==> src/rtl/sync_arith_pkg.sv <==
// Shared types and constants for the arithmetic command issuer.
package sync_arith_pkg;

    // Operand width of the command payload; must match the ALU operand width.
    localparam int PKG_BITS = 32;

    // Op code of the single-operand ALU operation; its B operand is never used.
    localparam logic [1:0] OP_UNARY = 2'd2;

    typedef struct packed {
        logic [PKG_BITS-1:0] a;
        logic [PKG_BITS-1:0] b;
        logic [1:0]          op;
    } cmd_t;

    // Build a stored command; unary ops carry a zero B so stale data never reaches the ALU.
    function automatic cmd_t make_cmd(input logic [PKG_BITS-1:0] a,
                                      input logic [PKG_BITS-1:0] b,
                                      input logic [1:0]          op);
        cmd_t c;
        c.a  = a;
        c.b  = (op == OP_UNARY) ? {PKG_BITS{1'b0}} : b;
        c.op = op;
        return c;
    endfunction

endpackage

==> src/rtl/sync_arith_cmd_fifo.sv <==
// Register-based command FIFO. Pointers carry an extra wrap bit so that
// full and empty are distinguishable when the index bits match.
module sync_arith_cmd_fifo
    import sync_arith_pkg::*;
#(
    parameter int DEPTH = 4
) (
    input  logic                     i_clk,
    input  logic                     i_reset,
    input  logic                     i_wr,
    input  cmd_t                     i_wr_data,
    input  logic                     i_rd,
    input  logic                     i_flush,
    output cmd_t                     o_rd_data,
    output logic                     o_full,
    output logic                     o_empty,
    output logic [$clog2(DEPTH):0]   o_level
);

    localparam int AW = $clog2(DEPTH);

    cmd_t            mem_r [DEPTH];
    logic [AW-1:0]   wr_ptr_r;
    logic [AW-1:0]   rd_ptr_r;
    logic            wr_wrap_r;
    logic            rd_wrap_r;
    logic [AW:0]     level_r;
    logic            full_s;
    logic            empty_s;
    logic            wr_en_s;
    logic            rd_en_s;

    assign empty_s = (wr_ptr_r == rd_ptr_r) && (wr_wrap_r == rd_wrap_r);
    assign full_s  = (wr_ptr_r == rd_ptr_r) && (wr_wrap_r != rd_wrap_r);

    // Overflow and underflow are impossible even if a caller misbehaves; flush suppresses both.
    assign wr_en_s = i_wr & ~full_s & ~i_flush;
    assign rd_en_s = i_rd & ~empty_s & ~i_flush;

    assign o_rd_data = mem_r[rd_ptr_r];
    assign o_full    = full_s;
    assign o_empty   = empty_s;
    assign o_level   = level_r;

    // Storage array: written at the write pointer on an accepted write.
    always_ff @(posedge i_clk or negedge i_reset) begin
        if (!i_reset) begin
            for (int i = 0; i < DEPTH; i++) begin
                mem_r[i] <= '0;
            end
        end else if (wr_en_s) begin
            mem_r[wr_ptr_r] <= i_wr_data;
        end
    end

    // Pointer and occupancy bookkeeping; flush returns everything to the empty state.
    always_ff @(posedge i_clk or negedge i_reset) begin
        if (!i_reset) begin
            wr_ptr_r  <= '0;
            rd_ptr_r  <= '0;
            wr_wrap_r <= 1'b0;
            rd_wrap_r <= 1'b0;
            level_r   <= '0;
        end else if (i_flush) begin
            wr_ptr_r  <= '0;
            rd_ptr_r  <= '0;
            wr_wrap_r <= 1'b0;
            rd_wrap_r <= 1'b0;
            level_r   <= '0;
        end else begin
            if (wr_en_s) begin
                {wr_wrap_r, wr_ptr_r} <= {wr_wrap_r, wr_ptr_r} + {{AW{1'b0}}, 1'b1};
            end
            if (rd_en_s) begin
                {rd_wrap_r, rd_ptr_r} <= {rd_wrap_r, rd_ptr_r} + {{AW{1'b0}}, 1'b1};
            end
            case ({wr_en_s, rd_en_s})
                2'b10:   level_r <= level_r + {{AW{1'b0}}, 1'b1};
                2'b01:   level_r <= level_r - {{AW{1'b0}}, 1'b1};
                default: level_r <= level_r;
            endcase
        end
    end

endmodule

==> src/rtl/sync_arith_cmd_issuer.sv <==
// Command issuer in front of the synchronous ALU: buffers valid/ready commands,
// issues at most one per cycle into registered ALU arguments, and delays the
// issue strobe by the ALU latency to flag cycles carrying real results.
module sync_arith_cmd_issuer
    import sync_arith_pkg::*;
#(
    parameter int BITS    = 32,
    parameter int DEPTH   = 4,
    parameter int ALU_LAT = 1
) (
    input  logic                    i_clk,
    input  logic                    i_reset,
    input  logic                    i_cmd_valid,
    output logic                    o_cmd_ready,
    input  logic [BITS-1:0]         i_cmd_A,
    input  logic [BITS-1:0]         i_cmd_B,
    input  logic [1:0]              i_cmd_op,
    input  logic                    i_hold,
    input  logic                    i_flush,
    output logic [BITS-1:0]         o_arg_A,
    output logic [BITS-1:0]         o_arg_B,
    output logic [1:0]              o_op,
    output logic                    o_issue,
    output logic                    o_res_valid,
    output logic [$clog2(DEPTH):0]  o_level,
    output logic [15:0]             o_issue_cnt
);

    logic               full_s;
    logic               empty_s;
    logic               ready_s;
    logic               wr_s;
    logic               pop_s;
    cmd_t               wr_data_s;
    cmd_t               head_s;
    logic [BITS-1:0]    arg_a_r;
    logic [BITS-1:0]    arg_b_r;
    logic [1:0]         op_r;
    logic               issue_r;
    logic [15:0]        issue_cnt_r;
    logic [ALU_LAT-1:0] res_sr_r;

    // Ready is held low during reset and during a flush cycle; a full FIFO refuses even if it pops now.
    assign ready_s   = i_reset & ~full_s & ~i_flush;
    assign wr_s      = i_cmd_valid & ready_s;
    assign pop_s     = ~empty_s & ~i_hold & ~i_flush;
    assign wr_data_s = make_cmd(i_cmd_A, i_cmd_B, i_cmd_op);

    sync_arith_cmd_fifo #(
        .DEPTH (DEPTH)
    ) u_fifo (
        .i_clk     (i_clk),
        .i_reset   (i_reset),
        .i_wr      (wr_s),
        .i_wr_data (wr_data_s),
        .i_rd      (pop_s),
        .i_flush   (i_flush),
        .o_rd_data (head_s),
        .o_full    (full_s),
        .o_empty   (empty_s),
        .o_level   (o_level)
    );

    // Issue stage: pop the head into the ALU argument registers and count issued commands.
    always_ff @(posedge i_clk or negedge i_reset) begin
        if (!i_reset) begin
            arg_a_r     <= '0;
            arg_b_r     <= '0;
            op_r        <= 2'd0;
            issue_r     <= 1'b0;
            issue_cnt_r <= 16'd0;
        end else if (pop_s) begin
            arg_a_r     <= head_s.a;
            arg_b_r     <= head_s.b;
            op_r        <= head_s.op;
            issue_r     <= 1'b1;
            issue_cnt_r <= issue_cnt_r + 16'd1;
        end else begin
            issue_r     <= 1'b0;
        end
    end

    // Result-valid delay line; flush leaves it alone because the ALU is already computing those results.
    always_ff @(posedge i_clk or negedge i_reset) begin
        if (!i_reset) begin
            res_sr_r <= '0;
        end else begin
            res_sr_r[0] <= issue_r;
            for (int i = 1; i < ALU_LAT; i++) begin
                res_sr_r[i] <= res_sr_r[i-1];
            end
        end
    end

    assign o_cmd_ready = ready_s;
    assign o_arg_A     = arg_a_r;
    assign o_arg_B     = arg_b_r;
    assign o_op        = op_r;
    assign o_issue     = issue_r;
    assign o_res_valid = res_sr_r[ALU_LAT-1];
    assign o_issue_cnt = issue_cnt_r;

endmodule

==> config.mk <==
export PLATFORM = sky130hd
export DESIGN_NAME = sync_arith_cmd_issuer
export DESIGN_NICKNAME = d
export VERILOG_FILES = /design/src/rtl/sync_arith_pkg.sv /design/src/rtl/sync_arith_cmd_fifo.sv /design/src/rtl/sync_arith_cmd_issuer.sv
export SDC_FILE = /design/constraint.sdc
export NUM_CORES = 1
export LEC_CHECK = 0
export BUFFER_PORTS_ARGS = -buffer_cell sky130_fd_sc_hd__buf_4
export CAP_MARGIN = 5
export CORE_MARGIN = 1.5
export CORE_UTILIZATION = 63
export DETAILED_ROUTE_END_ITERATION = 16
export MAX_ROUTING_LAYER = met4
export PLACE_DENSITY = 0.8
export SLEW_MARGIN = 20
export SYNTH_ARGS = -nofsm -noshare
export SYNTH_HDL_FRONTEND = slang
export SYNTH_HIERARCHICAL = 1
export SYNTH_SLANG_ARGS = --single-unit
==> constraint.sdc <==
create_clock -name i_clk -period 4.5 [get_ports i_clk]
set_clock_uncertainty 0.1 [all_clocks]
set_input_delay 0.225 -clock i_clk [delete_from_list [all_inputs] [get_ports i_clk]]
set_output_delay 0.225 -clock i_clk [all_outputs]
set_load 0.02 [all_outputs]
==> impl_metrics.toml, run 1 <==
[grt]
antenna_found_initial = 0
grt_max_degree = 191
gr-total-overflow = 0
grt_pass1_vias = 10200
track_usage = 0.268
grt_pass1_wl_um = 52600

[worst_setup_path]
worstPathArrival_ns = 3.87
cp-end-kind = "register"
path_max_fanout = 66
path_cells = "xor2_1, nor3_1, nor3b_1, and2_1, nor3b_2, nand2_4, mux2_1"
worstPathBufferInverterCount = 0
crit_start = "u_fifo/rd_ptr_r[1]"
path_class = "reg -> reg"
slowest_delay_ns = 0.74
r2r_start = "u_fifo/rd_ptr_r[1]"
cp-start-kind = "register"
critical-path-top-delay-family = "simple AND/OR/NAND/NOR gates"
cpMaxStageDelayCell = "nand2_4"
crit_required_ns = 4.79

[timing]
finalSetupViolCount = 0
timing.setup.tns_ns = 0
hold_viol = 0
setup_slack_ns = 0.924
fin_hold_ws_ns = 0.0166
rsz0062_at_grt = "no"
slew_headroom = 0.278
worst_pin_slew_ns = 1.08
slew_viol_final = 0
fmax_mhz = 280
fin_crit_sh = 0.795
layout_min_cycle_time_ns = 3.58

[cts]
cts_tree = "done"
clock_latency_ns = 0.52
clkTransAtPathRegs_ns = 0.06
cts_buffers = 37
cts-root-buf = "clkbuf_16"
clock-sinks = 357
post_cts_buffers = 0
ctsHoldBuffers = 36
clockBufferDepth = 3
ctsResizeCount = 0
htreeDepth = 2

[layout]
n_antenna_cell = 0
utilization = 0.762
final_area_um2 = 18500
nets = 1347
area_delta_synth_final_pct = 19.4
nFillCells = 1540
final_cells = 1617
layout-drive-gt1-share = 0.318

[drt]
wl_um = 31300
via_per_inst = 5.74
top_layer_used = "met4"
wire_per_inst_um = 19.4
post-route-drc-count = 0
dr_total_vias = 9289
routedLengthMet1_um = 13700
first_iter_violations = 581
firstDrtPassIters = 5
route.met2.wl_um = 15700
ant_nets = 0
met3_length_um = 1280

[pwr]
p_seq_frac = 0.460
p_sw_frac = 0.260
finalPower_mw = 8.62
p_switching_mw = 2.24
p_clk_frac = 0.366
p_int_mw = 6.38
pwr-share-comb = 0.174
ir_drop_v = 0.000319
p_per_area_nw_per_um2 = 466
leakagePower_nw = 9.32

[yosys]
synthArstFlopShare = 1.00
synth_edf_count = 0
syn_nets = 1164
syn_inst = 1086
post_synth_num_cell_types = 38
ys_seq_area_frac = 0.577
yosys_register_bits = 357
synthFlopType = "dfrtp_1"
ys_warn_count = 6
avgSynthCellArea_um2 = 14.3
syn_area_um2 = 15500

[hold_path]
worstHoldPathType = "in -> reg"
hold_path_startpoint = "i_cmd_B[28]"

[die]
die_y_um = 160
die_w_um = 160
die-area_um2 = 25500
start_util = 0.639
num_io_pins = 159
core_um2 = 24200
fp-row-count = 57

[placement]
hpwl_um = 17900
post-place-cells = 1517
gp_congestion = 0.787
post-place-ws_ns = 0.924
port_buffers = 158
placed_area_um2 = 16800

[outcome]
status = "finished clean"

[job]
max-cap-violations = 0
-- power by group through the flow --
stage	Clock (mW)	Sequential, mW	Combinational, mW
3_3_place_gp	0	3.99	1.43
5_1_grt	3.34	4.02	1.63
6_report	3.15	3.97	1.50
3_5_place_dp	0	4.02	1.48
2_1_floorplan	0	4.22	0.599
4_1_cts	3.21	3.97	1.51
-- cells in the mapped netlist, types with 2 or more instances --
master    count  area [um2]
buf_4         6        45.0
mux2i_1       4        40.0
mux2_2      106        1190
inv_1         4        15.0
mux4_2       66        1490
nand2_1     216         811
and4_1        2        17.5
nand3_1       4        20.0
ha_1          6        75.1
nand4_1       2        12.5
clkbuf_1     19        71.3
xnor2_1      16         140
buf_2        20         100
buf_1         2        7.51
buf_6        16         180
and3_1        2        12.5
nor2_1       18        67.6
dfrtp_1     357        8930
xor2_1       10        87.6
mux2_1      160        1800
and2_1       33         206
-- routing by layer --
metal,global-route usage,up-vias
li1,-,4153
met1,0.360,4861
met2,0.434,220
met3,0.0371,55
met4,0.0748,0
met5,-,-
-- registers in the layout, indices dropped and copies added, names as in the netlist, 2 cells and up --
signal	count
u_fifo/rd_ptr_r	2
o_arg_B	32
u_fifo/mem_r	264
u_fifo/o_level	3
o_op	2
u_fifo/wr_ptr_r	2
o_issue_cnt	16
o_arg_A	32
-- logic make-up (layout without fill, tap and decap cells) --
kind of cell / Yosys count / after routing / synth area share
simple gates: 287 / 287 / 0.0807
xor+xnor: 26 / 26 / 0.0147
flops: 357 / 357 / 0.577
mux: 336 / 336 / 0.292
fa+ha+maj: 7 / 7 / 0.00614
buf+inv: 68 / 275 / 0.0274
compound gates: 5 / 5 / 0.00234
-- final timing paths --
path / endpoint / slack (ns) / cells after the start
worst max-delay path: u_fifo/mem_r[245] / 0.92 / 7
min in group asynchronous: u_fifo/mem_r[240] / 0.09 / 2
worst max register to register: u_fifo/mem_r[245] / 0.92 / 7
worst min register to register: o_res_valid / 0.30 / 0
max in group asynchronous: o_arg_B[17] / 2.87 / 4
worst min-delay path: u_fifo/mem_r[96] / 0.02 / 3
-- cell usage in the layout (no fill, tap or decap), drive strengths merged, types with 3 or more instances in the layout --
cell | netlist | final
mux2i | 4 | 4
bufinv | 0 | 4
mux4 | 66 | 66
xnor2 | 16 | 16
ha | 6 | 6
buf | 44 | 171
nor3b | 3 | 3
xor2 | 10 | 10
clkinv | 1 | 5
nor2 | 18 | 18
dlygate4sd3 | 0 | 36
dfrtp | 357 | 357
nand2 | 216 | 216
nand4 | 3 | 3
inv | 4 | 5
mux2 | 266 | 266
and2 | 33 | 33
clkbuf | 19 | 54
nand3 | 4 | 4
-- final cells by class --
class	count	area [um2]	area share
timing repair buffer	207	1700	0.0918
clock buffer	54	1110	0.0602
inverter	5	20.0	0.00108
sequential	357	8940	0.484
multi-input combinational	661	6160	0.333
tap	324	405	0.0219
clock inverter	9	149	0.00805
-- worst min-delay path, cell delays in order --
cell    delay [ns]
buf_4         0.07
and2_1        0.16
mux2_1        0.14
Power figures use the tool's default switching activity.
==> inputs of run 2 (changes only) <==
--- a/config.mk
+++ b/config.mk
@@ -5,13 +5,14 @@
 export SDC_FILE = /design/constraint.sdc
 export NUM_CORES = 1
 export LEC_CHECK = 0
+export ABC_AREA = 1
 export BUFFER_PORTS_ARGS = -buffer_cell sky130_fd_sc_hd__buf_4
 export CAP_MARGIN = 5
 export CORE_MARGIN = 1.5
-export CORE_UTILIZATION = 63
+export CORE_UTILIZATION = 53
 export DETAILED_ROUTE_END_ITERATION = 16
 export MAX_ROUTING_LAYER = met4
-export PLACE_DENSITY = 0.8
+export PLACE_DENSITY = 0.72
 export SLEW_MARGIN = 20
 export SYNTH_ARGS = -nofsm -noshare
 export SYNTH_HDL_FRONTEND = slang
==> constraint.sdc (replaced) <==
create_clock -name i_clk -period 3.2 [get_ports i_clk]
set_clock_uncertainty 0.1 [all_clocks]
set_input_delay 0.16 -clock i_clk [delete_from_list [all_inputs] [get_ports i_clk]]
set_output_delay 0.16 -clock i_clk [all_outputs]
set_load 0.02 [all_outputs]
==> run 2 against run 1 <==
Compared with the run above: largest power group unchanged; sequential cell count did not move; critical path depth up 10; highest routed layer unchanged; worst setup slack lost 0.48 ns.
==> impl_metrics.toml, run 2 <==
[outcome]
status = "finished clean"

[layout]
most-common-layout-cells = "nand2_1 (527), dfrtp_1 (355), o21ai_0 (327)"
max_flop_register = "u_fifo/mem_r"
area_delta_synth_final_pct = 19.6
n_antenna_cell = 0
nets = 2084
largest_reg_flops = 264
layout-drive-gt1-share = 0.137
utilization = 0.641
mostFrequentLayoutCell = "nand2_1"

[drt]
first_iter_violations = 930
dr_total_vias = 13100
firstDrtPassIters = 6
wl_um = 38500
post-route-drc-count = 0
ant_nets = 0
via_per_inst = 5.39
wire_per_inst_um = 15.9

[pwr]
ir_drop_v = 0.000466
p_sw_frac = 0.277
p_switching_mw = 3.35
leakagePower_nw = 9.69
p_seq_frac = 0.460
p_clk_frac = 0.366
pwr-share-comb = 0.174
finalPower_mw = 12.1
p_per_area_nw_per_um2 = 639
p_int_mw = 8.72

[worst_setup_path]
r2r_setup_slack_ns = 0.44
path_max_fanout = 4
worstPathArrival_ns = 3.07
cp-end-kind = "register"
crit_required_ns = 3.51
path_class = "reg -> reg"
cp-start-kind = "register"

[placement]
port_buffers = 158
hpwl_um = 21100
gp_congestion = 0.829

[yosys]
ys_seq_area_frac = 0.565
ys_top_cells_by_area = "dfrtp_1 (57%), nand2_1 (13%), o21ai_0 (10%), nor2_1 (4.2%), inv_1 (2.9%)"
syn_area_um2 = 15800
netlist_top_cells_count = "nand2_1 (527), dfrtp_1 (357), o21ai_0 (327)"
synthArstFlopShare = 1.00
synth_edf_count = 0
syn_inst = 1835
yosys.area.top_type = "dfrtp_1"
syn_nets = 1913
post_synth_num_cell_types = 30
avgSynthCellArea_um2 = 8.61
yosys_register_bits = 357
synth.most_common_cell = "nand2_1"
ys_warn_count = 6
synthFlopType = "dfrtp_1"
synth.top_cell.area_share = 0.565

[timing]
slew_headroom = 0.353
fin_crit_sh = 0.862
hold_viol = 0
timing.setup.tns_ns = 0
layout_min_cycle_time_ns = 2.76
rsz0062_at_grt = "no"
slew_viol_final = 0
fmax_mhz = 362
worst_pin_slew_ns = 0.971
finalSetupViolCount = 0
fin_hold_ws_ns = 0.105

[cts]
htreeDepth = 2
cts_buffers = 38
ctsResizeCount = 0
cts-root-buf = "clkbuf_16"
clock_latency_ns = 0.52
clockBufferDepth = 3
clkTransAtPathRegs_ns = 0.06
clock-sinks = 357
cts_tree = "done"

[die]
die_w_um = 176
core_um2 = 29500
die_y_um = 176
num_io_pins = 159
start_util = 0.536
fp-row-count = 63
die-area_um2 = 30900

[hold_path]
worstHoldPathType = "in -> reg"

[grt]
antenna_found_initial = 0
grt_pass1_wl_um = 63400
track_usage = 0.262
grt_pass1_vias = 12600
grt_max_degree = 157
gr-total-overflow = 0

[job]
max-cap-violations = 0
## run 2: changes by cell type in the layout (fill, tap and decap cells not counted), sizes merged, moves of 65 or more
cell | previous run | this run
inv | 5 | 129
mux2 | 266 | 0
mux4 | 66 | 0
nand2 | 216 | 537
nor2 | 18 | 182
o21ai | 0 | 403
o22ai | 1 | 66
## run 2: logic make-up (layout without fill, tap and decap cells)
logic type,after synthesis,after routing,synth area share
AOI/OAI and AO/OA,471,471,0.159
DFF,357,357,0.565
adders and majority gates,7,7,0.00602
and+or+nand+nor,744,744,0.186
buffers and inverters,245,443,0.0782
xor gates and xnor gates,11,11,0.00610
## run 2: final timing paths
kind / startpoint / to / cells after the start
worst max-delay path: u_fifo/wr_ptr_r[1] / u_fifo/o_level[2] / 17
worst min-delay path: i_hold / o_issue / 5
worst max register to register: u_fifo/wr_ptr_r[1] / u_fifo/o_level[2] / 17
worst min register to register: o_issue / o_res_valid / 0
max in group asynchronous: i_reset / u_fifo/mem_r[239] / 4
min in group asynchronous: i_reset / o_arg_B[13] / 3
## run 2: stage by stage
| stage | setup WS [ns] | cell area (um2) | std cells |
|---|---|---|---|
| 2_1_floorplan | 0.275 | 15800 | 1835 |
| 3_3_place_gp | 0.605 | 16900 | 2287 |
| 3_5_place_dp | 0.470 | 16900 | 2287 |
| 4_1_cts | 0.460 | 18900 | 2423 |
| 5_1_grt | 0.271 | 18900 | 2423 |
| 6_report | 0.441 | 18900 | 2423 |
## run 2: what timing repair did
item	4_1_cts	5_1_grt
hold buffers	69	0
hold endpoints to repair	569	0
setup buffers	0	0
## run 2: critical path, stage by stage, from the launching register on
cell and delay, ns:
dfrtp_1 0.40, inv_1 0.11, nand2_1 0.09, nand2_2 0.08
nand3_4 0.09, inv_1 0.05, nor3b_1 0.27, and2_1 0.28
nand3_4 0.13, nand2_1 0.11, inv_1 0.06, fa_1 0.38
xnor2_1 0.23, inv_1 0.06, nand2_1 0.07, nand2_1 0.05
nand2_1 0.05, nand2_1 0.04
## run 2: cell type report
type,instances,area (um2)
clock buffer,58,1160
clock inverter,9,109
fill,2499,10600
inverter,128,488
multi-input combinational,1233,5640
sequential,357,8940
tap,390,488
timing repair buffer,248,2080
## run 2: metal layers
metal	vias up	GRT usage	share of wire	wire [um]
met5	-	-	0	0
met4	0	0.0816	0.021	815
met3	68	0.0318	0.060	2300
met2	462	0.434	0.49	18700
met1	6278	0.338	0.43	16700
li1	6263	-	-	-
## run 2: power groups by stage
stage / combinational (mW) / sequential (mW) / clock (mW)
floorplan: 0.816 / 5.91 / 0
global placement: 1.99 / 5.61 / 0
detailed placement: 2.04 / 5.62 / 0
CTS: 2.12 / 5.55 / 4.50
global route: 2.34 / 5.63 / 4.70
finish: 2.10 / 5.55 / 4.42
